$ cat src/rtl/avalon_cfg_writer_if.sv
`default_nettype none
// ============================================================================
// Module  : avalon_cfg_writer_if
// Brief   : Config-command and Avalon-MM write bundle for avalon_cfg_writer.
// Revision: 1.0
// ============================================================================
interface avalon_cfg_writer_if #(
    parameter int AW = 9,
    parameter int DW = 32
);
    logic          cmd_valid;
    logic          cmd_ready;
    logic [AW-1:0] cmd_addr;
    logic [DW-1:0] cmd_data;
    logic          idle;
    logic          err;
    logic          err_clr;
    logic [AW-1:0] address;
    logic          write;
    logic [DW-1:0] writedata;
    logic          waitrequest;

    modport master (
        input  cmd_valid, cmd_addr, cmd_data, err_clr, waitrequest,
        output cmd_ready, idle, err, address, write, writedata
    );

    modport slave (
        output cmd_valid, cmd_addr, cmd_data, err_clr, waitrequest,
        input  cmd_ready, idle, err, address, write, writedata
    );
endinterface
`default_nettype wire

$ cat src/rtl/avalon_cfg_writer.sv
`default_nettype none
// ============================================================================
// Module  : avalon_cfg_writer
// Brief   : FIFO-buffered Avalon-MM single-beat register write initiator.
//           Optional stall timeout with sticky err when AVL_TIMEOUT_EN is defined.
// Revision: 1.0
// ============================================================================
module avalon_cfg_writer #(
    parameter int DEPTH   = 16,
    parameter int AW      = 9,
    parameter int DW      = 32,
    parameter int TIMEOUT = 1023
) (
    input  wire logic             clk,
    input  wire logic             rst,
    avalon_cfg_writer_if.master   bus
);

    localparam int                c_PW       = $clog2(DEPTH);
    localparam logic [c_PW:0]     c_FULL     = (c_PW+1)'(DEPTH);
    localparam logic [c_PW:0]     c_CNT_ONE  = (c_PW+1)'(1);

    typedef enum logic [0:0] {
        ST_IDLE = 1'b0,
        ST_BUSY = 1'b1
    } state_t;

    logic [AW-1:0]   r_mem_addr [DEPTH];
    logic [DW-1:0]   r_mem_data [DEPTH];
    logic [c_PW-1:0] r_wr_ptr;
    logic [c_PW-1:0] r_rd_ptr;
    logic [c_PW:0]   r_count;
    state_t          r_state;
    logic [AW-1:0]   r_address;
    logic [DW-1:0]   r_writedata;
    logic            r_write;

    state_t          w_state_nxt;
    logic            w_write_nxt;
    logic            w_load;
    logic [c_PW-1:0] w_load_ptr;
    logic            w_full;
    logic            w_push;
    logic            w_done;
    logic            w_abort;
    logic            w_pop;

    // Full is judged on count alone so a same-cycle pop never opens a slot.
    assign w_full = (r_count == c_FULL);
    assign w_push = bus.cmd_valid & ~w_full;
    assign w_done = r_write & ~bus.waitrequest;
    assign w_pop  = w_done | w_abort;

    always_comb begin
        w_state_nxt = r_state;
        w_write_nxt = r_write;
        w_load      = 1'b0;
        w_load_ptr  = r_rd_ptr;
        case (r_state)
            ST_IDLE: begin
                if (r_count != '0) begin
                    w_load      = 1'b1;
                    w_write_nxt = 1'b1;
                    w_state_nxt = ST_BUSY;
                end
            end
            ST_BUSY: begin
                if (w_pop) begin
                    // The head stays in the FIFO until popped, so the follower sits at rd_ptr+1.
                    if (r_count > c_CNT_ONE) begin
                        w_load     = 1'b1;
                        w_load_ptr = r_rd_ptr + 1'b1;
                    end else begin
                        w_write_nxt = 1'b0;
                        w_state_nxt = ST_IDLE;
                    end
                end
            end
            default: begin
                w_write_nxt = 1'b0;
                w_state_nxt = ST_IDLE;
            end
        endcase
    end

    always_ff @(posedge clk) begin
        if (rst) begin
            r_state     <= ST_IDLE;
            r_write     <= 1'b0;
            r_address   <= '0;
            r_writedata <= '0;
            r_wr_ptr    <= '0;
            r_rd_ptr    <= '0;
            r_count     <= '0;
        end else begin
            r_state <= w_state_nxt;
            r_write <= w_write_nxt;
            if (w_load) begin
                r_address   <= r_mem_addr[w_load_ptr];
                r_writedata <= r_mem_data[w_load_ptr];
            end
            if (w_push) r_wr_ptr <= r_wr_ptr + 1'b1;
            if (w_pop)  r_rd_ptr <= r_rd_ptr + 1'b1;
            case ({w_push, w_pop})
                2'b10:   r_count <= r_count + 1'b1;
                2'b01:   r_count <= r_count - 1'b1;
                default: r_count <= r_count;
            endcase
        end
    end

    always_ff @(posedge clk) begin
        if (w_push) begin
            r_mem_addr[r_wr_ptr] <= bus.cmd_addr;
            r_mem_data[r_wr_ptr] <= bus.cmd_data;
        end
    end

`ifdef AVL_TIMEOUT_EN
    localparam int c_SW = $clog2(TIMEOUT + 1);

    logic [c_SW-1:0] r_stall;
    logic            r_err;

    // Abort on the TIMEOUT-th consecutive stalled cycle of the current write.
    assign w_abort = r_write & bus.waitrequest & (r_stall == c_SW'(TIMEOUT - 1));

    always_ff @(posedge clk) begin
        if (rst) begin
            r_stall <= '0;
            r_err   <= 1'b0;
        end else begin
            if (w_load)
                r_stall <= '0;
            else if (r_write & bus.waitrequest)
                r_stall <= r_stall + 1'b1;
            if (w_abort)
                r_err <= 1'b1;
            else if (bus.err_clr)
                r_err <= 1'b0;
        end
    end

    assign bus.err = r_err;
`else
    logic w_unused_err_clr;
    assign w_unused_err_clr = bus.err_clr;
    assign w_abort          = 1'b0;
    assign bus.err          = 1'b0;
`endif

    assign bus.cmd_ready = ~w_full;
    assign bus.idle      = (r_count == '0) & ~r_write;
    assign bus.address   = r_address;
    assign bus.write     = r_write;
    assign bus.writedata = r_writedata;

endmodule
`default_nettype wire

$ cat src/flat_wrapper.sv
// flat-port wrapper written by rule: the top's interface ports become plain ports
module avalon_cfg_writer_flat 
#(
    parameter int DEPTH   = 16,
    parameter int AW      = 9,
    parameter int DW      = 32,
    parameter int TIMEOUT = 1023
)
  (clk, rst, bus_cmd_valid, bus_cmd_addr, bus_cmd_data, bus_err_clr, bus_waitrequest, bus_cmd_ready, bus_idle, bus_err, bus_address, bus_write, bus_writedata);
  avalon_cfg_writer_if #(.AW(AW), .DW(DW)) bus_i ();
  input  wire logic clk;
  input  wire logic rst;
  input wire logic [$bits(bus_i.cmd_valid)-1:0] bus_cmd_valid;
  input wire logic [$bits(bus_i.cmd_addr)-1:0] bus_cmd_addr;
  input wire logic [$bits(bus_i.cmd_data)-1:0] bus_cmd_data;
  input wire logic [$bits(bus_i.err_clr)-1:0] bus_err_clr;
  input wire logic [$bits(bus_i.waitrequest)-1:0] bus_waitrequest;
  output wire logic [$bits(bus_i.cmd_ready)-1:0] bus_cmd_ready;
  output wire logic [$bits(bus_i.idle)-1:0] bus_idle;
  output wire logic [$bits(bus_i.err)-1:0] bus_err;
  output wire logic [$bits(bus_i.address)-1:0] bus_address;
  output wire logic [$bits(bus_i.write)-1:0] bus_write;
  output wire logic [$bits(bus_i.writedata)-1:0] bus_writedata;
  assign bus_i.cmd_valid = bus_cmd_valid;
  assign bus_i.cmd_addr = bus_cmd_addr;
  assign bus_i.cmd_data = bus_cmd_data;
  assign bus_i.err_clr = bus_err_clr;
  assign bus_i.waitrequest = bus_waitrequest;
  assign bus_cmd_ready = bus_i.cmd_ready;
  assign bus_idle = bus_i.idle;
  assign bus_err = bus_i.err;
  assign bus_address = bus_i.address;
  assign bus_write = bus_i.write;
  assign bus_writedata = bus_i.writedata;
  avalon_cfg_writer #(.DEPTH(DEPTH), .AW(AW), .DW(DW), .TIMEOUT(TIMEOUT)) u_core (.clk(clk), .rst(rst), .bus(bus_i));
endmodule
$ cat config.mk
export PLATFORM = sky130hd
export DESIGN_NAME = avalon_cfg_writer_flat
export DESIGN_NICKNAME = d
export VERILOG_FILES = /design/src/rtl/avalon_cfg_writer_if.sv /design/src/rtl/avalon_cfg_writer.sv /design/src/flat_wrapper.sv
export SDC_FILE = /design/constraint.sdc
export NUM_CORES = 1
export LEC_CHECK = 0
export CAP_MARGIN = 20
export CORE_MARGIN = 10
export CORE_UTILIZATION = 60
export CTS_CLUSTER_SIZE = 30
export DETAILED_ROUTE_END_ITERATION = 12
export GPL_TIMING_DRIVEN = 0
export PLACE_DENSITY = 0.77
export SYNTH_ARGS = -nofsm -noshare
export SYNTH_HDL_FRONTEND = slang
export SYNTH_SLANG_ARGS = --single-unit
$ cat constraint.sdc
create_clock -name clk -period 10.91 [get_ports clk]
set_input_delay 2.182 -clock clk [delete_from_list [all_inputs] [get_ports clk]]
set_output_delay 2.182 -clock clk [all_outputs]
set_load 0.01 [all_outputs]
* Word-level counts from Yosys, hierarchy flattened
Memories as Yosys holds them, arrays and structs flattened. A register that Yosys moved wholly into a read port is not among the register bits.
Cells that the tools add are included.
W data, S select, Z words.
** Storage, ports and cells
- Register bits after elaboration :: 15
- Bits in writable memories :: 656
- Output and inout port bits :: 45
- Logic and storage cells :: 45
- Memories kept :: 2
** Memories
- u_core.r_mem_data :: words 16, bits a word 32, read ports 1, clocked after memory_dff 1, wr ports 1, line avalon_cfg_writer.sv:29 : logic [DW-1:0] r_mem_data [DEPTH];
- u_core.r_mem_addr :: words 16, bits a word 9, read ports 1, clocked after memory_dff 1, wr ports 1, line avalon_cfg_writer.sv:28 : logic [AW-1:0] r_mem_addr [DEPTH];
** Cells by class
- Add/subtract/negate cells :: 4
- $lt $le $gt $ge :: 1
- Equality and inequality tests :: 6
- Multiplexer cells :: 16
- Bitwise logic cells :: 7
- Reduce and logical (&&, ||, !) cells :: 4
** Operator list (number)
- $mux W4 :: 3
- $pmux W5 S2 :: 1
- $mux W1 :: 9
- $add A4 B1 Y4 const B :: 2
- $pmux W1 S2 :: 3
- $add A5 B1 Y5 const B :: 1
- $eq A5 B5 Y1 const B :: 1
- $gt A5 B1 Y1 const B :: 1
- $logic_not A5 Y1 :: 1
- $reduce_bool A5 Y1 :: 1
- $sub A5 B1 Y5 const B :: 1
- $ne A2 B2 Y1 const B :: 2
- $not A1 Y1 :: 4
- $and A1 B1 Y1 :: 3
- $reduce_and A3 Y1 :: 1
- $eq A2 B1 Y1 const B :: 1
- $eq A2 B2 Y1 const B :: 1
- $ne A2 B1 Y1 const B :: 1
- $reduce_bool A2 Y1 :: 1

* Logic depth before layout (Yosys ltp)
- Depth after elaboration :: 5
- Mapped depth :: 12
- Mapped depth without buffers :: 11

* Least setup slack after synthesis
Ideal clock, no wire load.
- Path kind :: input to register
- From :: input bus_cmd_valid
- To :: memory u_core.r_mem_addr[3][0] (enable)
- Setup time :: 0.490 ns
- Arrival :: 5.539 ns
- Required time :: 10.420 ns
- Path slack :: 4.881 ns
- Stages :: 4
- Cells stage by stage :: and2_1 > clkbuf_1 > nand2_1 > nor3_1
** On the way
- Cells in the longest elaborated chain, start to end :: 3
** RTL lines
- start, declared :: line flat_wrapper.sv:13 : input wire logic [$bits(bus_i.cmd_valid)-1:0] bus_cmd_valid;
- $and A1 B1 Y1 :: line avalon_cfg_writer.sv:50 : assign w_push = bus.cmd_valid & ~w_full;
- $mux W1 :: line avalon_cfg_writer.sv:113 : if (w_push) begin
- $mux W1 (not written as such) :: line avalon_cfg_writer.sv:114 : r_mem_addr[r_wr_ptr] <= bus.cmd_addr;
- end, declared :: line avalon_cfg_writer.sv:28
No other way between the ends.

* Final worst setup path
- From :: input bus_waitrequest
- To :: register u_core.r_address[0], in the netlist u_core.bus.address[0], read port of u_core.r_mem_addr
** On the way
- Cells in the longest elaborated chain, start to end :: 4
- Elaborated cells between the ends (all ways) :: 6
- Those cells by class :: mux: 4; bitwise: 2
** RTL lines
- start, declared :: line flat_wrapper.sv:17 : input wire logic [$bits(bus_i.waitrequest)-1:0] bus_waitrequest;
- $not A1 Y1 (*) :: line avalon_cfg_writer.sv:51 : assign w_done = r_write & ~bus.waitrequest;
- $and A1 B1 Y1 (*) :: line avalon_cfg_writer.sv:51
- $mux W1 / $mux W4 (equally long branches) :: line avalon_cfg_writer.sv:68 : if (w_pop) begin
- $pmux W1 S2 / $mux W4 (equally long branches) :: line avalon_cfg_writer.sv:59 : case (r_state)
- end, declared :: line avalon_cfg_writer.sv:34 : logic [AW-1:0] r_address;
Every way passes the cells marked *; elsewhere a longest branch is shown, timed or not.
A chain may end at the register's enable or synchronous reset.

==> results.json <==
{
  "grt_pass1_vias": 17471,
  "h-tree-depth": 3,
  "ys_types": 42,
  "dieArea_sq_um": 54400,
  "synth_nets": 2038,
  "timing.final.crit_share": 0.480,
  "gp_congestion": 0.901,
  "syn_avg_cell_area_sq_um": 13.8,
  "grt_pass1_wl_microns": 104000,
  "layout-drive-gt1-share": 0.0885,
  "drc_errors": 0,
  "hold_depth": 2,
  "n_antenna_cell": 0,
  "ios": 91,
  "yosysTopAreaCell": "edfxtp_1",
  "grt_usage": 0.257,
  "critPathKind": "input port to flop",
  "grt_max_degree": 25,
  "vias_per_cell": 6.27,
  "rsz0062_at_grt": "false",
  "n_fill_cell": 2772,
  "layout.cells.non_filler": 2827,
  "clk_pin_slew_ns": 0.06,
  "root_buffer": "clkbuf_16",
  "cts_tree": "done",
  "r2r_setup_slack_ns": 7.38,
  "peakVddDrop_uv": 134,
  "overflow": 0,
  "startpoint_type": "input port",
  "postCtsSetupBuffers": 0,
  "final_util": 0.704,
  "area_growth_pct": 16.7,
  "vias": 17732,
  "status": "finished, final reports clean",
  "grt_antenna_before_repair": 1,
  "setup_viol": 0,
  "placed_area_sq_um": 29500,
  "cts.sink_count": 712,
  "ys_ff_latch": 712,
  "dr.pass1.iters": 6,
  "tns_ns": 0,
  "initial_core_util": 0.603,
  "max_freq_mhz": 191,
  "ant_nets": 0,
  "async_reset_ff_frac": 0,
  "dp.cells": 2700,
  "r2r_cells": 11,
  "nets": 2227,
  "power_density_nw_per_um2": 204,
  "drv_cap": 0,
  "min_from": "u_core.bus.writedata[13]$_SDFFE_PP0P_",
  "dp_hpwl_microns": 43300,
  "ys.flop_type": "edfxtp_1",
  "whs_ns": 0.500,
  "synth_edf_count": 656,
  "fin_crit_ns": 5.24,
  "die_x_microns": 233,
  "wirelength_microns": 70300,
  "p_leak_nw": 10.5,
  "min_path_type": "flop to flop",
  "ctsHoldBuffers": 0,
  "reg2reg_from": "u_core.bus.write$_SDFFE_PP0P_",
  "skew_ns": 0.0254,
  "cp_max_fo": 10,
  "synth-seq-area-share": 0.764,
  "r2r-end": "u_core.bus.address[0]$_SDFFE_PP0P_",
  "netlist_instances": 1982,
  "mostFrequentLayoutCells": "656 x edfxtp_1, 504 x nand2_1, 249 x a21oi_1",
  "port_buffers": 87,
  "cp.required_ns": 11.40,
  "yosys_warnings": 0,
  "arrival_ns": 5.72,
  "clkLatencyLatePin_ns": 0.61,
  "synthTopCellsByArea": "edfxtp_1 72%, nand2_1 6.9%, a21oi_1 4.6%",
  "netlist_area_sq_um": 27300,
  "drv_slew": 0,
  "worstHoldEndpoint": "u_core.bus.writedata[13]$_SDFFE_PP0P_",
  "worst_slew_pin_slew_ns": 0.950,
  "numCtsBuffers": 69,
  "cp-end-kind": "flop",
  "yosysTopAreaCellShare": 0.723,
  "coreArea_sq_um": 45200,
  "slew_headroom": 0.365,
  "design_area_sq_um": 31800,
  "rows": 78,
  "detail_route.iter0.violations": 2352,
  "die_h_microns": 233,
  "clockBufferDepth": 3,
  "cts_resized": 0,
  "layout_commonest_cell": "edfxtp_1",
  "post_drt_wl_per_cell_microns": 24.9,
  "hold_viol": 0
}
stage by stage:
stage	total power [mW]	setup WS (ns)
floorplan	3.59	4.88
global placement	3.99	1.07
detailed placement	4.02	5.28
CTS	6.48	5.87
global route	6.66	5.68
finish	6.48	5.67
per-layer routing:
layer	vias to the layer above	part of all wire	track usage	wire length (microns)
li1	7679	-	-	-
met3	201	0.11	0.0575	7980
met5	-	0.00018	0	13
met2	1167	0.48	0.414	33600
met1	8683	0.37	0.329	26000
met4	2	0.038	0.119	2700
area by class of cell:
type                            count  area, sq um  share of cell area
Buffer                            119          500              0.0157
Inverter                            6         22.5            0.000708
Multi-Input combinational cell   1145         6030               0.189
Clock buffer                       85         1830              0.0575
Sequential cell                   712        20800               0.654
Timing Repair Buffer              118         1340              0.0422
Clock inverter                     42          527              0.0166
Tap cell                          600          751              0.0236
synthesized netlist by cell type (3+ instances only):
master and count:
nand2b_1 4, ha_1 10, mux2i_1 86, inv_1 6, nor2_1 74, clkbuf_1 77
a21oi_1 249, o2111ai_1 3, nand3_1 5, a211oi_1 44, xnor2_1 5, or3_1 3
o21ai_0 3, nand2_1 504, nor3_1 4, buf_2 40, xor2_1 5, nor2b_1 3
o22ai_1 41, dfxtp_1 56, edfxtp_1 656, nor4_1 81
worst max path at each step:
stage / start / end / slack (ns)
after detailed placement: bus_waitrequest / u_core.bus.writedata[30]$_SDFFE_PP0P_ / 5.28
after global placement: bus_cmd_valid / u_core.r_mem_addr[0][1]$_DFFE_PP_ / 1.07
final: bus_waitrequest / u_core.bus.address[0]$_SDFFE_PP0P_ / 5.67
after CTS: bus_waitrequest / u_core.bus.address[0]$_SDFFE_PP0P_ / 5.87
after global routing: bus_waitrequest / u_core.bus.address[7]$_SDFFE_PP0P_ / 5.68
after floorplan: bus_cmd_valid / u_core.r_mem_addr[3][0]$_DFFE_PP_ / 4.88
worst max-delay path: stages:
cell             delay (ns)
clkdlybuf4s50_1        0.57
and3b_1                0.28
clkbuf_1               0.28
o211ai_2               0.20
xnor2_1                0.23
buf_2                  0.42
buf_2                  0.49
buf_2                  0.40
nand2_1                0.11
a21oi_1                0.18
nor4_1                 0.07
a211oi_1               0.29
logic make-up after synthesis:
| group | after synthesis | share of synthesized area |
|---|---|---|
| DFF | 712 | 0.764 |
| muxes | 89 | 0.0332 |
| AOI/OAI and AO/OA | 348 | 0.0711 |
| other | 1 | 0.000138 |
| adders and majority gates | 10 | 0.00459 |
| and+or+nand+nor | 686 | 0.104 |
| xor gates and xnor gates | 11 | 0.00381 |
| buffers and inverters | 125 | 0.0192 |
power breakdown:
| part | switching, mW | internal, mW | total [mW] |
|---|---|---|---|
| logic | 0.489 | 0.323 | 0.812 |
| clock network | 1.01 | 1.48 | 2.50 |
| registers | 0.0757 | 3.09 | 3.17 |
state kept, by name, indices dropped and copies added, names as in the netlist:
| name | count |
|---|---|
| u_core.r_mem_data | 512 |
| u_core.r_wr_ptr | 4 |
| u_core.r_mem_addr | 144 |
| u_core.bus.writedata | 32 |
| u_core.r_count | 5 |
| u_core.r_state | 1 |
| u_core.r_rd_ptr | 4 |
| u_core.bus.write | 1 |
| u_core.bus.address | 9 |
Power figures use the tool's default switching activity.
